==> config.mk <==
export PLATFORM = sky130hd
export DESIGN_NAME = nixie_scan_controller
export DESIGN_NICKNAME = d
export VERILOG_FILES = /design/src/rtl/nixie_scan_controller.sv
export SDC_FILE = /design/constraint.sdc
export NUM_CORES = 1
export LEC_CHECK = 0
export CORE_MARGIN = 2
export CORE_UTILIZATION = 50
export CTS_CLUSTER_DIAMETER = 150
export DETAILED_ROUTE_END_ITERATION = 12
export GPL_TIMING_DRIVEN = 0
export HOLD_SLACK_MARGIN = 0.08
export PLACE_DENSITY = 0.73
export RECOVER_POWER = 25
export SYNTH_ARGS = -nofsm -noshare
export SYNTH_HDL_FRONTEND = slang
export SYNTH_SLANG_ARGS = --single-unit
==> constraint.sdc <==
create_clock -name clk -period 7.3 [get_ports clk]
set_input_delay 1.46 -clock clk [delete_from_list [all_inputs] [get_ports clk]]
set_output_delay 1.46 -clock clk [all_outputs]
set_load 0.005 [all_outputs]
==> src/rtl/nixie_scan_controller.sv <==
// nixie_scan_controller
//   Time-multiplexes six Nixie tubes from a latched 6-digit BCD frame. Each
//   tube slot is a blanking gap (all anodes off, value already set up for the
//   slot) followed by a drive window. New display data is double-buffered and
//   only swapped in at the frame boundary (entry to slot-0 blanking).
//
//   Optional feature macro: NIXIE_BLINK_EN (cursor tube blinking).
//
// Ports
//   clk          system clock
//   reset        synchronous, active-high reset
//   digits       BCD digits, tube i uses digits[4i+3:4i]
//   dots         decimal-point request per tube
//   tubeMask     1 = tube allowed to light
//   load         1-cycle strobe capturing digits/dots/tubeMask
//   cursor       tube index to blink (>=6 = none), blink build only
//   blinkEnable  enables cursor blinking, blink build only
//   frameStart   1-cycle pulse on first blanking cycle of slot 0
//   nixieEnable  one-hot anode enable, active high
//   nixieValue   {3'b0, dot, bcd} for the current/upcoming slot

module nixie_scan_controller #(
    parameter int unsigned ON_CYCLES    = 100000,
    parameter int unsigned BLANK_CYCLES = 10000,
    parameter int unsigned BLINK_FRAMES = 76
) (
    input  logic        clk,
    input  logic        reset,
    input  logic [23:0] digits,
    input  logic [5:0]  dots,
    input  logic [5:0]  tubeMask,
    input  logic        load,
    input  logic [2:0]  cursor,
    input  logic        blinkEnable,
    output logic        frameStart,
    output logic [5:0]  nixieEnable,
    output logic [7:0]  nixieValue
);

    localparam int unsigned NUM_TUBES = 6;
    localparam int unsigned DIG_W     = 4 * NUM_TUBES;
    localparam int unsigned IDX_W     = 3;
    localparam int unsigned VAL_W     = 8;
    localparam int unsigned MAX_CYC   = (ON_CYCLES > BLANK_CYCLES) ? ON_CYCLES : BLANK_CYCLES;
    localparam int unsigned CNT_W     = (MAX_CYC > 1) ? $clog2(MAX_CYC) : 1;

    typedef enum logic {
        ST_BLANK,
        ST_DRIVE
    } state_e;

    // Scan FSM state
    state_e                 state_q, state_d;
    logic [IDX_W-1:0]       idx_q, idx_d;
    logic [CNT_W-1:0]       cnt_q, cnt_d;

    // Display buffers
    logic [DIG_W-1:0]       pend_dig_q, pend_dig_d;
    logic [NUM_TUBES-1:0]   pend_dots_q, pend_dots_d;
    logic [NUM_TUBES-1:0]   pend_mask_q, pend_mask_d;
    logic                   pend_valid_q, pend_valid_d;
    logic [DIG_W-1:0]       act_dig_q, act_dig_d;
    logic [NUM_TUBES-1:0]   act_dots_q, act_dots_d;
    logic [NUM_TUBES-1:0]   act_mask_q, act_mask_d;

    // Registered outputs
    logic                   frame_start_q, frame_start_d;
    logic [NUM_TUBES-1:0]   nixie_enable_q, nixie_enable_d;
    logic [VAL_W-1:0]       nixie_value_q, nixie_value_d;

    logic                   boundary_c;
    logic [3:0]             cur_bcd_c;
    logic                   cur_dot_c;
    logic                   cur_mask_c;
    logic                   blink_off_c;

    // Current cycle is blanking cycle 0 of slot 0
    assign boundary_c = (state_q == ST_BLANK) && (idx_q == '0) && (cnt_q == '0);

    // Scan sequencing: BLANK -> DRIVE -> BLANK of next slot
    always_comb begin
        state_d = state_q;
        idx_d   = idx_q;
        cnt_d   = cnt_q + CNT_W'(1);
        case (state_q)
            ST_BLANK: begin
                if (cnt_q == CNT_W'(BLANK_CYCLES - 1)) begin
                    state_d = ST_DRIVE;
                    cnt_d   = '0;
                end
            end
            ST_DRIVE: begin
                if (cnt_q == CNT_W'(ON_CYCLES - 1)) begin
                    state_d = ST_BLANK;
                    cnt_d   = '0;
                    idx_d   = (idx_q == IDX_W'(NUM_TUBES - 1)) ? '0 : idx_q + IDX_W'(1);
                end
            end
            default: begin
                state_d = ST_BLANK;
                idx_d   = '0;
                cnt_d   = '0;
            end
        endcase
    end

    // Double buffer; a load on the boundary cycle bypasses pending
    always_comb begin
        pend_dig_d   = pend_dig_q;
        pend_dots_d  = pend_dots_q;
        pend_mask_d  = pend_mask_q;
        pend_valid_d = pend_valid_q;
        act_dig_d    = act_dig_q;
        act_dots_d   = act_dots_q;
        act_mask_d   = act_mask_q;
        if (boundary_c) begin
            pend_valid_d = 1'b0;
            if (load) begin
                act_dig_d  = digits;
                act_dots_d = dots;
                act_mask_d = tubeMask;
            end else if (pend_valid_q) begin
                act_dig_d  = pend_dig_q;
                act_dots_d = pend_dots_q;
                act_mask_d = pend_mask_q;
            end
        end else if (load) begin
            pend_dig_d   = digits;
            pend_dots_d  = dots;
            pend_mask_d  = tubeMask;
            pend_valid_d = 1'b1;
        end
    end

    // Select active data for the slot addressed by idx
    always_comb begin
        cur_bcd_c  = '0;
        cur_dot_c  = 1'b0;
        cur_mask_c = 1'b0;
        for (int i = 0; i < NUM_TUBES; i++) begin
            if (idx_q == IDX_W'(i)) begin
                cur_bcd_c  = act_dig_d[4*i +: 4];
                cur_dot_c  = act_dots_d[i];
                cur_mask_c = act_mask_d[i];
            end
        end
    end

`ifdef NIXIE_BLINK_EN
    localparam int unsigned BF_W = $clog2(BLINK_FRAMES + 1);

    logic            blink_phase_q, blink_phase_d;
    logic [BF_W-1:0] blink_cnt_q, blink_cnt_d;

    // Count frame starts; phase flips once BLINK_FRAMES frames have elapsed
    always_comb begin
        blink_phase_d = blink_phase_q;
        blink_cnt_d   = blink_cnt_q;
        if (boundary_c) begin
            if (blink_cnt_q == BF_W'(BLINK_FRAMES)) begin
                blink_phase_d = ~blink_phase_q;
                blink_cnt_d   = BF_W'(1);
            end else begin
                blink_cnt_d = blink_cnt_q + BF_W'(1);
            end
        end
    end

    always_ff @(posedge clk) begin
        if (reset) begin
            blink_phase_q <= 1'b0;
            blink_cnt_q   <= '0;
        end else begin
            blink_phase_q <= blink_phase_d;
            blink_cnt_q   <= blink_cnt_d;
        end
    end

    // cursor >= 6 never matches a slot index
    assign blink_off_c = blink_phase_d && blinkEnable && (cursor == idx_q);
`else
    logic unused_blink;
    assign unused_blink = ^{cursor, blinkEnable, 32'(BLINK_FRAMES)};
    assign blink_off_c  = 1'b0;
`endif

    // Output registers reflect the current scan position
    always_comb begin
        frame_start_d  = boundary_c;
        nixie_value_d  = {3'b000, cur_dot_c, cur_bcd_c};
        nixie_enable_d = '0;
        if ((state_q == ST_DRIVE) && (cur_bcd_c <= 4'd9) && cur_mask_c && !blink_off_c) begin
            nixie_enable_d = NUM_TUBES'(1) << idx_q;
        end
    end

    always_ff @(posedge clk) begin
        if (reset) begin
            state_q        <= ST_BLANK;
            idx_q          <= '0;
            cnt_q          <= '0;
            pend_dig_q     <= '0;
            pend_dots_q    <= '0;
            pend_mask_q    <= '0;
            pend_valid_q   <= 1'b0;
            act_dig_q      <= '0;
            act_dots_q     <= '0;
            act_mask_q     <= '0;
            frame_start_q  <= 1'b0;
            nixie_enable_q <= '0;
            nixie_value_q  <= '0;
        end else begin
            state_q        <= state_d;
            idx_q          <= idx_d;
            cnt_q          <= cnt_d;
            pend_dig_q     <= pend_dig_d;
            pend_dots_q    <= pend_dots_d;
            pend_mask_q    <= pend_mask_d;
            pend_valid_q   <= pend_valid_d;
            act_dig_q      <= act_dig_d;
            act_dots_q     <= act_dots_d;
            act_mask_q     <= act_mask_d;
            frame_start_q  <= frame_start_d;
            nixie_enable_q <= nixie_enable_d;
            nixie_value_q  <= nixie_value_d;
        end
    end

    assign frameStart  = frame_start_q;
    assign nixieEnable = nixie_enable_q;
    assign nixieValue  = nixie_value_q;

endmodule
==> metrics.md, run 1 <==
| Metric | Value |
|---|---|
| Status | `finished, final reports clean` |
| CP arrival | `4.73 ns` |
| Required @ worst endpoint | `roughly 7.6 ns` |
| Mux contribution to synthesized area | `0.002026` |
| P_sw | `between 0.3 and 0.4 mW` |
| Worst Path Max Fanout | `10` |
| Syn Inst Count | `~640` |
| CTS tree | `done` |
| Root Buffer | `clkbuf_8` |
| Largest area contributor in the netlist | `dfxtp_1` |
| Ranking of synthesized cells by area | `dfxtp_1 43%, nand2_1 8.2%, nor2_1 7.0%, a21oi_1 6.1%, clkbuf_1 2.7%` |
| Final Setup Violations | `0` |
| Yosys top cell area share | `0.4295` |
| Die footprint | `between 0.01 and 0.015 mm2` |
| Count leader, synth | `nand2_1` |
| Max Cap Viol | `0` |
| Setup crit start kind | `primary input` |
| Crit-path slowest cell | `dlygate4sd3_1` |
| Clock group share of total power | `0.322` |
| Postcts setup bufs | `0` |
| Core region area | `0.009684 mm2` |
| Critical path, cell by cell | `dlygate4sd3_1 -> clkinv_1 -> nor3_1 -> and4b_1 -> clkbuf_1 -> clkbuf_1 -> a22oi_1 -> a31oi_1 -> o221ai_1 -> nor4b_1` |
| First-pass GRT wire length | `about 23000 um` |
| Post-synth top flop | `dfxtp_1` |
| Met1 WL | `6216 um` |
| Int Pwr | `~0.93 mW` |
| Initial Utilization | `0.5102` |
| Top Ports | `58` |
| Post-CTS sizing | `0` |
| Gr usage total | `0.2889` |
| Met3 routed WL | `approximately 1300 um` |
| Uppermost routed layer | `met4` |
| Adder-cell share of the synthesized area | `0.007597` |
| Hold-fix buffers, CTS | `0` |
| Antenna cells | `0` |
| WHS | `approximately 0.46 ns` |
| Max incr delay on CP | `about 0.63 ns` |
| Comb pwr share | `0.191` |
| Port Buf Inserts | `50` |
| Cell family with the largest share of critical-path delay | `buffers and inverters` |
| Horiz. Die Dim | `around 100 um` |
| Gr ovfl total | `0` |
| Worst skew pair latency | `between 0.3 and 0.4 ns` |
| Placed wire-length estimate | `between 10000 and 15000 um` |
| Worst-path clk slew | `approximately 0.1 ns` |
| Largest vdd supply drop | `approximately 98 uV` |
| Sw Ratio | `0.2941` |
| Hold path depth | `2` |
| Yosys reg bits | `between 100 and 150` |
| Simple-Gate Fraction of Synth Area | `0.2487` |
| RePlAce Congestion | `around 0.9` |
| Reg2reg path depth | `9` |
| Slew @ Worst Pin | `approximately 0.95 ns` |
| Synth Area in Compound Gates | `0.2297` |
| Area added between synthesis and finish | `18.41%` |
| RSZ-0062 raised after global routing | `false` |
| Final Hold Viols | `0` |
| Mean number of vias per cell | `5.986` |
| Slew HR | `0.3594` |
| Max Clk Rate | `0.2255 GHz` |
| Synth cell count leaders | `108 x nand2_1, 106 x dfxtp_1, 92 x nor2_1` |
| Post-synth EDFFs | `0` |
| Yosys cell types | `57` |
| Final Max Tran Viols | `0` |
| Setup TNS | `0 ns` |
| Most frequent CP cell | `clkbuf_1` |
| CP startpoint | `load` |
| Initial antenna violation count | `0` |
| Nets | `746` |
| Final Cycle Share | `0.6076` |
| Antenna viol nets, final | `0` |
| Row cnt | `36` |
| Hold WC Path Type | `reg2reg` |
| Sequential fraction of the synthesis area | `0.4295` |
| Via count | `approximately 5000` |
| Worst Skew | `~0.011 ns` |
| Avg Inst Size Synth | `7.757 um2` |
| Number of global-route vias before repair | `about 4800` |
| Number of clock sinks | `between 100 and 150` |
| Pwr per Cell Area | `224.6 mW/mm2` |
| Die Span Y | `around 100 um` |
| Largest net degree at the start of global routing | `18` |
| Ys async rst share | `0` |
| Clk buf depth | `2` |
| Period minus WS final | `~4.4 ns` |
| WL per Instance | `between 15 and 20 um` |
| Largest family of logic cells by synthesized area | `simple AND/OR/NAND/NOR gates` |
| Drt pass-1 iters | `5` |
| CTS H-tree depth | `3` |
| Syn. warnings | `0` |
| Hold Path Origin | `pend_dig_q[2]$_SDFFE_PP0P_` |
| Post-synthesis xor/xnor area fraction | `0.02836` |
| Met2 Wirelength | `6895 um` |
| Num CTS Buffers | `9` |
| 1st-iter DRT viols | `393` |
| Crit path buf inv count | `4` |
| CP Capture Type | `flop` |
| Sequential share of power | `0.487` |
| Critical R2R Launch | `cnt_q[4]$_SDFF_PP0_` |
| Synthesized area | `0.004941 mm2` |
| WL final | `about 15000 um` |
| Leak | `approximately 2.1 nW` |
| Setup CP Type | `in2reg` |
| Post-route DRC | `0` |
| Layout cell share with drive strength beyond 1 | `0.05390` |
| Number of cells on the critical path | `10` |
per-layer routing:
layer | GRT usage | up-vias
met1 | 0.3774 | 2348
met3 | 0.04368 | 45
met4 | 0.1457 | 0
met5 | 0 | -
met2 | 0.4650 | 258
li1 | - | 2365
cell families (layout without fill, tap and decap cells):
kind of cell,after synthesis,in the layout
other cells,1,3
mux,1,1
fa+ha+maj,3,3
flops,106,106
simple gates,276,276
buf+inv,63,129
xor+xnor,16,16
compound gates,171,171
flip-flops by register name, indices dropped and copies added (netlist names), 5 cells and up:
signal / cells
pend_mask_q: 6
act_mask_q: 6
pend_dots_q: 6
act_dots_q: 6
nixieEnable: 6
nixieValue: 5
pend_dig_q: 24
cnt_q: 17
act_dig_q: 24
layout by cell type (no fill, tap or decap), types with 9 or more instances in the layout:
cell type	count
nand2_1	108
dfxtp_1	106
nor2_1	92
a21oi_1	60
clkbuf_1	36
clkdlybuf4s50_1	36
o21ai_0	26
nand3_1	17
nor3_1	14
o22ai_1	14
dlygate4sd3_1	14
inv_1	11
clkbuf_8	11
xor2_1	10
a211oi_1	9
stage by stage:
stage / util / area, um2 / setup slack (ns) / power [mW] / std cells
3_5_place_dp: 0.5798 / 5615 / 2.579 / 0.8991 / 822
2_1_floorplan: - / 4949 / 3.990 / 0.8041 / 639
3_3_place_gp: 0.5798 / 5615 / 2.609 / 0.8890 / 822
4_1_cts: 0.6041 / 5851 / 2.979 / 1.310 / 838
6_report: 0.6041 / 5851 / 2.865 / 1.314 / 838
5_1_grt: 0.6041 / 5851 / 2.687 / 1.365 / 838
worst min-delay path, stage by stage, from the launching register on:
cell,delay (ns)
dfxtp_1,0.32
nand2_1,0.05
a21oi_1,0.05
power by group through the flow:
stage	sequential (mW)	combinational [mW]	clock, mW
after floorplan	0.646	0.158	0
after global placement	0.650	0.239	0
after detailed placement	0.652	0.247	0
after CTS	0.639	0.248	0.423
after global routing	0.644	0.274	0.448
final	0.640	0.251	0.423
cell type report:
class | instances | area (um2)
clock buffer | 11 | 151.4
timing repair buffer | 50 | 500.5
inverter | 13 | 48.80
tap | 133 | 166.4
multi-input combinational | 470 | 2562
fill | 891 | 3834
clock inverter | 5 | 83.83
sequential | 106 | 2122
buffer | 50 | 215.2
path summary, 6_finish.rpt:
check | end | slack, ns
worst max-delay path | nixieEnable[0]$_SDFF_PP0_ | 2.86
worst min-delay path | pend_dig_q[2]$_SDFFE_PP0P_ | 0.46
worst max register to register | nixieEnable[0]$_SDFF_PP0_ | 3.76
worst min register to register | pend_dig_q[2]$_SDFFE_PP0P_ | 0.46
Note: power is estimated with default switching activity, not from simulation.
==> run 2, diff against run 1 <==
--- a/config.mk
+++ b/config.mk
@@ -11,7 +11,7 @@
 export DETAILED_ROUTE_END_ITERATION = 12
 export GPL_TIMING_DRIVEN = 0
 export HOLD_SLACK_MARGIN = 0.08
-export PLACE_DENSITY = 0.73
+export PLACE_DENSITY = 0.75
 export RECOVER_POWER = 25
 export SYNTH_ARGS = -nofsm -noshare
 export SYNTH_HDL_FRONTEND = slang
==> constraint.sdc (replaced) <==
create_clock -name clk -period 3.8 [get_ports clk]
set_input_delay 0.76 -clock clk [delete_from_list [all_inputs] [get_ports clk]]
set_output_delay 0.76 -clock clk [all_outputs]
set_load 0.005 [all_outputs]
==> run 2 against run 1 <==
  * Non-clock buffer count unchanged
  * Final area down 0.56%
  * Via count is 0.34% higher
  * Critical endpoint is now nixieEnable[5]$_SDFF_PP0_
==> metrics.md, run 2 (synthesis gave the netlist of run 1 again) <==
| Metric | Value |
|---|---|
| Status | `finished, final reports clean (unchanged)` |
| CTS tree | `done (unchanged)` |
| Core region area | `0.009684 mm2 (unchanged)` |
| Number of global-route vias before repair | `4748 (was 4769)` |
| Row cnt | `36 (unchanged)` |
| Dpl ws | `-0.1659 ns (was 2.579 ns)` |
| Drt pass-1 iters | `5 (unchanged)` |
| Hold worst-path end | `pend_dots_q[2]$_SDFFE_PP0P_ (was pend_dig_q[2]$_SDFFE_PP0P_)` |
| Final Hold Viols | `0 (unchanged)` |
| Max Clk Rate | `~0.28 GHz` |
| Via count | `5033 (was 5016)` |
| Die Span Y | `103.4 um (unchanged)` |
| 1st-iter DRT viols | `413 (was 393)` |
| Critical R2R Capture | `nixieEnable[5]$_SDFF_PP0_ (was nixieEnable[0]$_SDFF_PP0_)` |
| Clock group share of total power | `0.303 (was 0.322)` |
| Root Buffer | `clkbuf_8 (unchanged)` |
| Worst-path clk slew | `0.10 ns (about the same)` |
| Reg2reg path depth | `10 (was 9)` |
| Util after Layout | `0.6008 (was 0.6041)` |
| Hold WC Path Type | `reg2reg (unchanged)` |
| Sequential share of power | `0.500 (was 0.487)` |
| Fillers | `874 (was 891)` |
| Period minus WS final | `about 3.6 ns` |
| Worst skew pair latency | `0.38 ns (was 0.39 ns)` |
| Gr ovfl total | `0 (unchanged)` |
| Critical R2R Launch | `cnt_q[4]$_SDFF_PP0_ (unchanged)` |
| Placed wire-length estimate | `10760 um (was 10890 um)` |
| Placed Cells | `822 (unchanged)` |
| Most frequent cells in the layout | `108 x nand2_1, 106 x dfxtp_1, 92 x nor2_1, 60 x a21oi_1, 37 x clkdlybuf4s50_1 (was 108 x nand2_1, 106 x dfxtp_1, 92 x nor2_1, 60 x a21oi_1)` |
| Hold-fix buffers, CTS | `0 (unchanged)` |
| Initial antenna violation count | `0 (unchanged)` |
| Final Cycle Share | `0.9382` |
| Layout cell share with drive strength beyond 1 | `0.05106 (was 0.05390)` |
| RePlAce Congestion | `0.9340 (was 0.9123)` |
| Max incr delay on CP | `0.86 ns (was 0.63 ns)` |
| Hold Path Origin | `pend_dots_q[2]$_SDFFE_PP0P_ (was pend_dig_q[2]$_SDFFE_PP0P_)` |
| Number of clock sinks | `106 (unchanged)` |
| Port Buf Inserts | `50 (unchanged)` |
| Leak | `2.115 nW (was 2.122 nW)` |
| CP arrival | `3.82 ns (was 4.73 ns)` |
| WL per Instance | `17.70 um (was 17.85 um)` |
| Pwr per Cell Area | `421.8 mW/mm2 (was 224.6 mW/mm2)` |
| Gr usage total | `0.2825 (was 0.2889)` |
| Post-route DRC | `0 (unchanged)` |
| Setup CP Type | `reg2reg (was in2reg)` |
| Max Cap Viol | `0 (unchanged)` |
| Critical path, cell by cell | `or4_1 -> or2_0 -> clkbuf_1 -> nor4_2 -> buf_2 -> a32oi_1 -> a21oi_1 -> o22ai_2 -> a2bb2oi_2 -> nor4_1 (was dlygate4sd3_1 -> clkinv_1 -> nor3_1 -> and4b_1 -> clkbuf_1 -> clkbuf_1 -> a22oi_1 -> a31oi_1 -> o221ai_1 -> nor4b_1)` |
| First-pass GRT wire length | `23220 um (was 23410 um)` |
| Int Pwr | `1.715 mW (was 0.9274 mW)` |
| Nets | `746 (unchanged)` |
| Worst Skew | `0.01240 ns (was 0.01143 ns)` |
| Setup crit start kind | `flop (was primary input)` |
| Required @ worst endpoint | `4.06 ns (was 7.59 ns)` |
| Top Ports | `58 (unchanged)` |
| Hold path depth | `2 (unchanged)` |
| Comb pwr share | `0.197 (was 0.191)` |
| Slew @ Worst Pin | `0.9526 ns (was 0.9530 ns)` |
| Antenna viol nets, final | `0 (unchanged)` |
| P_sw | `0.7388 mW (was 0.3864 mW)` |
| Final Setup Violations | `0 (unchanged)` |
| Placed Area | `0.005615 mm2 (unchanged)` |
| Final Cell Area | `0.005818 mm2 (was 0.005851 mm2)` |
| RSZ-0062 raised after global routing | `false (unchanged)` |
| Final Max Tran Viols | `0 (unchanged)` |
| CTS H-tree depth | `3 (unchanged)` |
| Slew HR | `0.3596 (was 0.3594)` |
| Clk buf depth | `2 (unchanged)` |
| CP Capture Type | `flop (unchanged)` |
| Setup WS post-layout | `0.2348 ns (was 2.865 ns)` |
| Die footprint | `0.01069 mm2 (unchanged)` |
| Worst Path Max Fanout | `10 (unchanged)` |
| Num CTS Buffers | `9 (unchanged)` |
| Mean number of vias per cell | `6.006 (was 5.986)` |
| WHS | `0.4597 ns (was 0.4607 ns)` |
| Crit-path slowest cell | `nor4_2 (was dlygate4sd3_1)` |
| Biggest regs | `act_dig_q (24), pend_dig_q (24), cnt_q (17) (unchanged)` |
| Antenna cells | `0 (unchanged)` |
| Commonest non-fill, non-tap cell in the layout | `nand2_1 (unchanged)` |
| Sw Ratio | `0.3011 (was 0.2941)` |
| Area added between synthesis and finish | `17.75% (was 18.41%)` |
| R2R setup slack | `0.23 ns (was 3.76 ns)` |
| Largest vdd supply drop | `183.1 uV (was 97.62 uV)` |
| Largest net degree at the start of global routing | `18 (unchanged)` |
| Initial Utilization | `0.5102 (unchanged)` |
| Horiz. Die Dim | `103.4 um (unchanged)` |
| WL final | `14840 um (was 14960 um)` |
| Final non-filler cell total | `838 (unchanged)` |
[run 2: metal layers]
| metal | wire length (um) | track usage | share of wire | vias up |
|---|---|---|---|---|
| met2 | 6697 | 0.4536 | 0.45 | 252 |
| met5 | 0 | 0 | 0 | - |
| met4 | 550 | 0.1488 | 0.037 | 0 |
| met3 | 1259 | 0.05981 | 0.085 | 55 |
| met1 | 6326 | 0.3566 | 0.43 | 2369 |
| li1 | - | - | - | 2357 |
[run 2: stage by stage]
| step | power (mW) | TNS [ns] |
|---|---|---|
| after floorplan | 1.545 | 0 |
| after global placement | 1.705 | -0.9253 |
| after detailed placement | 1.724 | -0.8228 |
| after CTS | 2.446 | 0 |
| after global routing | 2.542 | 0 |
| final | 2.454 | 0 |
[run 2: final cells by class]
type / instances / area, um2 / area share
plain buffers: 50 / 215.2 / 0.03699
clock buffers: 11 / 151.4 / 0.02602
clock inverters: 5 / 61.31 / 0.01054
inverters: 13 / 48.80 / 0.008387
multi-input cells: 470 / 2552 / 0.4387
flip-flops and latches: 106 / 2122 / 0.3647
well taps: 133 / 166.4 / 0.02860
repair buffers: 50 / 500.5 / 0.08602
[run 2: worst max path at each step]
stage / endpoint / slack [ns] / cells past startpoint / startpoint
floorplan: nixieEnable[0]$_SDFF_PP0_ / 0.97 / 10 / cnt_q[4]$_SDFF_PP0_
global placement: nixieEnable[0]$_SDFF_PP0_ / -0.18 / 10 / load
detailed placement: nixieEnable[1]$_SDFF_PP0_ / -0.17 / 10 / load
CTS: nixieEnable[1]$_SDFF_PP0_ / 0.24 / 10 / load
global route: nixieEnable[3]$_SDFF_PP0_ / 0.05 / 9 / cnt_q[4]$_SDFF_PP0_
finish: nixieEnable[5]$_SDFF_PP0_ / 0.23 / 10 / cnt_q[4]$_SDFF_PP0_
[run 2: critical path, delay by kind of cell, from the launching register on]
kind | cells | cell delay (ns)
compound gates | 4 | 0.78
buf+inv | 2 | 0.57
flops | 1 | 0.37
simple gates | 4 | 1.73
[run 2: timing repair]
| action | 4_1_cts | 5_1_grt |
|---|---|---|
| setup buffers | 0 | 0 |
| endpoints found under the setup margin | 0 | 5 |
| gates resized for setup | 0 | 2 |
[run 2: power groups by stage]
stage	clock network (mW)	registers [mW]	logic, mW
after floorplan	0	1.24	0.303
after global placement	0	1.25	0.457
after detailed placement	0	1.25	0.472
after CTS	0.746	1.23	0.474
after global routing	0.786	1.24	0.521
final	0.744	1.23	0.483
